[config.mk]
export PLATFORM = sky130hd
export DESIGN_NAME = fifo_rr_arbiter
export DESIGN_NICKNAME = d
export VERILOG_FILES = /design/src/rtl/fifo_rr_arbiter.sv
export SDC_FILE = /design/constraint.sdc
export NUM_CORES = 1
export LEC_CHECK = 0
export BUFFER_PORTS_ARGS = -buffer_cell sky130_fd_sc_hd__buf_2
export CORE_ASPECT_RATIO = 1.1
export CORE_MARGIN = 2
export CORE_UTILIZATION = 45
export CTS_BUF_LIST = sky130_fd_sc_hd__clkbuf_4 sky130_fd_sc_hd__clkbuf_8 sky130_fd_sc_hd__clkbuf_16
export DETAILED_ROUTE_END_ITERATION = 8
export HOLD_SLACK_MARGIN = 0.15
export PLACE_DENSITY = 0.85
export SLEW_MARGIN = 0
export SYNTH_ARGS = -nofsm -noshare
export SYNTH_HDL_FRONTEND = slang
export SYNTH_SLANG_ARGS = --single-unit
[constraint.sdc]
create_clock -name clk -period 1.8 [get_ports clk]
set_clock_uncertainty 0.1 [all_clocks]
set_input_delay 0 -clock clk [delete_from_list [all_inputs] [get_ports clk]]
set_output_delay 0 -clock clk [all_outputs]
set_load 0.1 [all_outputs]
[src/rtl/fifo_rr_arbiter.sv]
// Round-robin drain of NUM_SRC show-ahead FIFOs into one registered, source-tagged
// output stream, with at most MAX_BURST words per grant.
module fifo_rr_arbiter #(
  parameter int NUM_SRC   = 4,
  parameter int WIDTH     = 8,
  parameter int SRC_W     = 2,
  parameter int MAX_BURST = 4,
  parameter int BURST_W   = 3
) (
  input  logic                     clk,
  input  logic                     rst,
  input  logic                     en,
  input  logic [NUM_SRC-1:0]       src_empty,
  input  logic [NUM_SRC*WIDTH-1:0] src_q,
  output logic [NUM_SRC-1:0]       src_rdreq,
  output logic                     out_valid,
  output logic [WIDTH-1:0]         out_data,
  output logic [SRC_W-1:0]         out_src,
  input  logic                     out_ready,
  output logic                     grant_valid,
  output logic [SRC_W-1:0]         grant_id
);

  typedef enum logic {IDLE = 1'b0, GRANT = 1'b1} state_t;

  state_t             state_r, state_nxt_s;
  logic [SRC_W-1:0]   grant_id_r, last_ptr_r, winner_s;
  logic               winner_found_s;
  logic [BURST_W-1:0] burst_cnt_r;
  logic               out_valid_r;
  logic [WIDTH-1:0]   out_data_r, head_s;
  logic [SRC_W-1:0]   out_src_r;
  logic               pop_s, head_empty_s, burst_last_s;
  logic [NUM_SRC-1:0] src_rdreq_s;

  // First non-empty source after 'last', wrapping; MSB flags that one exists.
  function automatic logic [SRC_W:0] pick_next(input logic [NUM_SRC-1:0] empty,
                                               input logic [SRC_W-1:0]   last);
    logic [SRC_W:0] res;
    int             idx;
    res = {1'b0, {SRC_W{1'b0}}};
    // Descending scan so the nearest candidate is the last one written.
    for (int k = NUM_SRC; k >= 1; k--) begin
      idx = (int'(last) + k) % NUM_SRC;
      if (!empty[idx[SRC_W-1:0]]) res = {1'b1, idx[SRC_W-1:0]};
    end
    return res;
  endfunction

  // Pop qualification, arbitration result and one-hot read strobe.
  always_comb begin
    {winner_found_s, winner_s} = pick_next(src_empty, last_ptr_r);
    head_empty_s = src_empty[grant_id_r];
    head_s       = src_q[int'(grant_id_r)*WIDTH +: WIDTH];
    burst_last_s = (burst_cnt_r == BURST_W'(MAX_BURST - 1));
    pop_s        = !rst && (state_r == GRANT) && !head_empty_s && (!out_valid_r || out_ready);
    src_rdreq_s  = {NUM_SRC{1'b0}};
    if (pop_s) begin
      src_rdreq_s[grant_id_r] = 1'b1;
    end else begin
      src_rdreq_s = {NUM_SRC{1'b0}};
    end
  end

  // Next-state logic for the IDLE/GRANT controller.
  always_comb begin
    state_nxt_s = state_r;
    case (state_r)
      IDLE: begin
        if (en && winner_found_s) state_nxt_s = GRANT;
        else                      state_nxt_s = IDLE;
      end
      GRANT: begin
        if (head_empty_s || (pop_s && burst_last_s)) state_nxt_s = IDLE;
        else                                         state_nxt_s = GRANT;
      end
      default: state_nxt_s = IDLE;
    endcase
  end

  // State, grant bookkeeping and the registered output word.
  always_ff @(posedge clk) begin
    if (rst) begin
      state_r     <= IDLE;
      grant_id_r  <= {SRC_W{1'b0}};
      last_ptr_r  <= SRC_W'(NUM_SRC - 1);
      burst_cnt_r <= {BURST_W{1'b0}};
      out_valid_r <= 1'b0;
      out_data_r  <= {WIDTH{1'b0}};
      out_src_r   <= {SRC_W{1'b0}};
    end else begin
      state_r <= state_nxt_s;
      if ((state_r == IDLE) && (state_nxt_s == GRANT)) begin
        grant_id_r  <= winner_s;
        last_ptr_r  <= winner_s;
        burst_cnt_r <= {BURST_W{1'b0}};
      end else if (pop_s) begin
        burst_cnt_r <= burst_cnt_r + BURST_W'(1);
      end
      if (pop_s) begin
        out_valid_r <= 1'b1;
        out_data_r  <= head_s;
        out_src_r   <= grant_id_r;
      end else if (out_valid_r && out_ready) begin
        out_valid_r <= 1'b0;
      end
    end
  end

  assign src_rdreq   = src_rdreq_s;
  assign out_valid   = out_valid_r;
  assign out_data    = out_data_r;
  assign out_src     = out_src_r;
  assign grant_valid = (state_r == GRANT);
  assign grant_id    = grant_id_r;

endmodule
==> impl_metrics.ini <==
[status]
status = complete, but fails checks
violations = negative setup slack

[yosys]
yosysWarningCount = 0
syn_area_per_cell_um2 = 9.83
synth_common_cells = 19 x dfxtp_1, 10 x nand3_1, 10 x o21ai_1
synth.top_cell.area_share_pct = 32.2
ys_async_sr_fraction_pct = 0
synth_cells = 120
synth-seq-cells = 19
yosysMostFrequentCell = dfxtp_1
synth_area_leaders = dfxtp_1 32%, mux4_2 15%, buf_6 4.8%
synth_largest_area_cell = dfxtp_1
synth_edf_count = 0
yosysSeqAreaShare_pct = 32.2
synth.distinct_cells = 39
synth.cell_area_um2 = 1180
synthesis.nets = 162
synth_ff_type = dfxtp_1

[finish]
fin_area_um2 = 2060
num_antenna_cells = 0
syn_to_final_growth_pct = 74.8
nets = 264
drive_gt1_share_pct = 45.7
fillers = 140

[clocking]
ctsLongestPathBuffers = 2
cts.sink_count = 19
cts_root_buf = clkbuf_4
h-tree-depth = 1
cts_made_buffers = 3
cts_tree = yes
clkSlewWorstSetupHoldPaths_ps = 150
worstSkewPairLatency_ps = 330

[placement]
hpwl_mm = 2.52
gp_congestion = 0.790
dpl_cell_area_um2 = 1570
portBuffers = 57
place_ws_ps = 209

[timing]
finalHoldViolations = 0
finalCriticalPeriod_ps = 1860
fin_crit_sh_pct = 103
finalSetupViolations = 2
layout_setup_ws_ps = -56.2
slew_headroom_pct = 67.3
rsz0062_at_grt = true
drv_slew = 0
fmax_mhz = 539
setup_tns_ps = -94.5
worst_pin_slew_ps = 493

[pwr]
peakVddDrop_v = 0.000517
pwr_density_cell_nw_per_um2 = 588
power_mw = 1.21
leakage_nw = 0.881

[route]
vias_per_cell = 6.07
vias = 1530
drtIter0Drc = 112
firstDrtPassIters = 6
final_antenna_net_count = 0
wl_mm = 5.04
drc = 0
avgRoutedWirePerCell_um = 20.0

[critical_path]
crit_fanout = 5
worst_r2r_startpoint = last_ptr_r[0]
ff2ff_path_depth = 5
required_ps = 1700
cp.arrival_ps = 1760
end_kind = primary output
worst-r2r-setup-slack_ps = 160
crit_start = grant_id[1]
criticalPathCategory = register to primary output
start_kind = register
cp-endpoint = src_rdreq[1]
r2r-end = grant_id[1]

[grt]
grt_pass1_wl_mm = 7.58
grt_use_total_pct = 35.4
grt_overflow = 0
grt_max_degree = 14
grt_pass1_vias = 1510
antenna_found_initial = 0

[floorplan]
core_area_um2 = 2500
fp-row-count = 19
die_area_um2 = 3050
initial_utilization_pct = 47.3
ioPinCount = 58
die_w_um = 52.8
die_y_um = 57.7

[min_path]
min_path_type = primary input to register

[flow_run]
cap_viol_max_count = 0
[stage by stage]
stage          std cells  utilization [%]  hold slack, ps
6_report             252             82.6             187
5_1_grt              252             82.6             211
4_1_cts              250             81.3             154
3_5_place_dp         203             63.0             241
3_3_place_gp         203             63.0             225
2_1_floorplan        120                -             105
[what timing repair did]
action,CTS,global route
hold buffers,39,0
gates resized for setup,1,5
setup buffers,4,2
endpoints found under the hold margin,19,0
setup endpoints to repair,4,3
pin swaps,2,4
[flip-flops by register name, indices dropped and copies added, names as in the netlist]
name and flops:
out_data 8, burst_cnt_r 3, grant_id 2, last_ptr_r 2
out_src 2, grant_valid 1, out_valid 1
[final cells by class]
class | count | area, µm² | area share, %
clock buffer | 3 | 22.5 | 1.09
clock inverter | 1 | 5.00 | 0.243
sequential | 19 | 393 | 19.1
inverter | 1 | 3.75 | 0.182
tap | 31 | 38.8 | 1.88
timing repair buffer | 107 | 825 | 40.0
multi-input combinational | 90 | 774 | 37.6
[placed cells by master, fill, tap and decap left out, types with 2 or more instances in the layout]
cell type      instances
buf_4                 11
nor3b_4                2
mux4_2                 8
dfxtp_1               15
dfxtp_4                3
a21oi_2                3
nor2b_1                4
buf_2                 52
clkbuf_4               3
o21ai_1               10
nor2_1                 4
dlygate4sd3_1         39
nand2_1                8
nand4_1                2
ha_1                   2
mux2i_1                2
mux2i_4                2
o21ai_0                5
nand3_1               10
buf_12                 4
a21oi_1                9
[per-layer routing]
metal / wire [µm] / GRT usage [%] / vias up
li1: - / - / 651
met1: 1620 / 38.2 / 691
met2: 2550 / 57.9 / 144
met3: 485 / 9.28 / 44
met4: 380 / 27.5 / 0
met5: 0 / 0 / -
[worst max-delay path, stage by stage, from the launching register on]
cell and delay [ps]:
dfxtp_4 410, mux2i_4 270, a22o_4 220, nand2_8 80, nor3b_4 260, buf_12 210
[how the worst min path moves through the flow]
stage                            start             end  depth (start not counted)
final                     src_empty[2]  burst_cnt_r[0]                          5
after global routing      src_empty[2]  burst_cnt_r[0]                          5
after CTS                 src_empty[2]  burst_cnt_r[1]                          5
after detailed placement           rst   last_ptr_r[1]                          3
after global placement             rst   last_ptr_r[1]                          3
after floorplan           src_empty[0]   last_ptr_r[0]                          2
[kinds of logic after synthesis]
kind of cell               after synthesis  share of synthesized area (%)
DFF                                     19                           32.2
adders and majority gates                2                           2.12
and+or+nand+nor                         41                           19.5
AOI/OAI and AO/OA                       33                           17.4
muxes                                   14                           21.5
buffers and inverters                   11                           7.21
[where the power goes]
part,internal [mW],leakage (nW),switching (mW)
logic,0.211,0.707,0.285
clock network,0.0834,0.0177,0.164
registers,0.444,0.157,0.0242
total,0.738,0.881,0.473
Power figures use the tool's default switching activity.
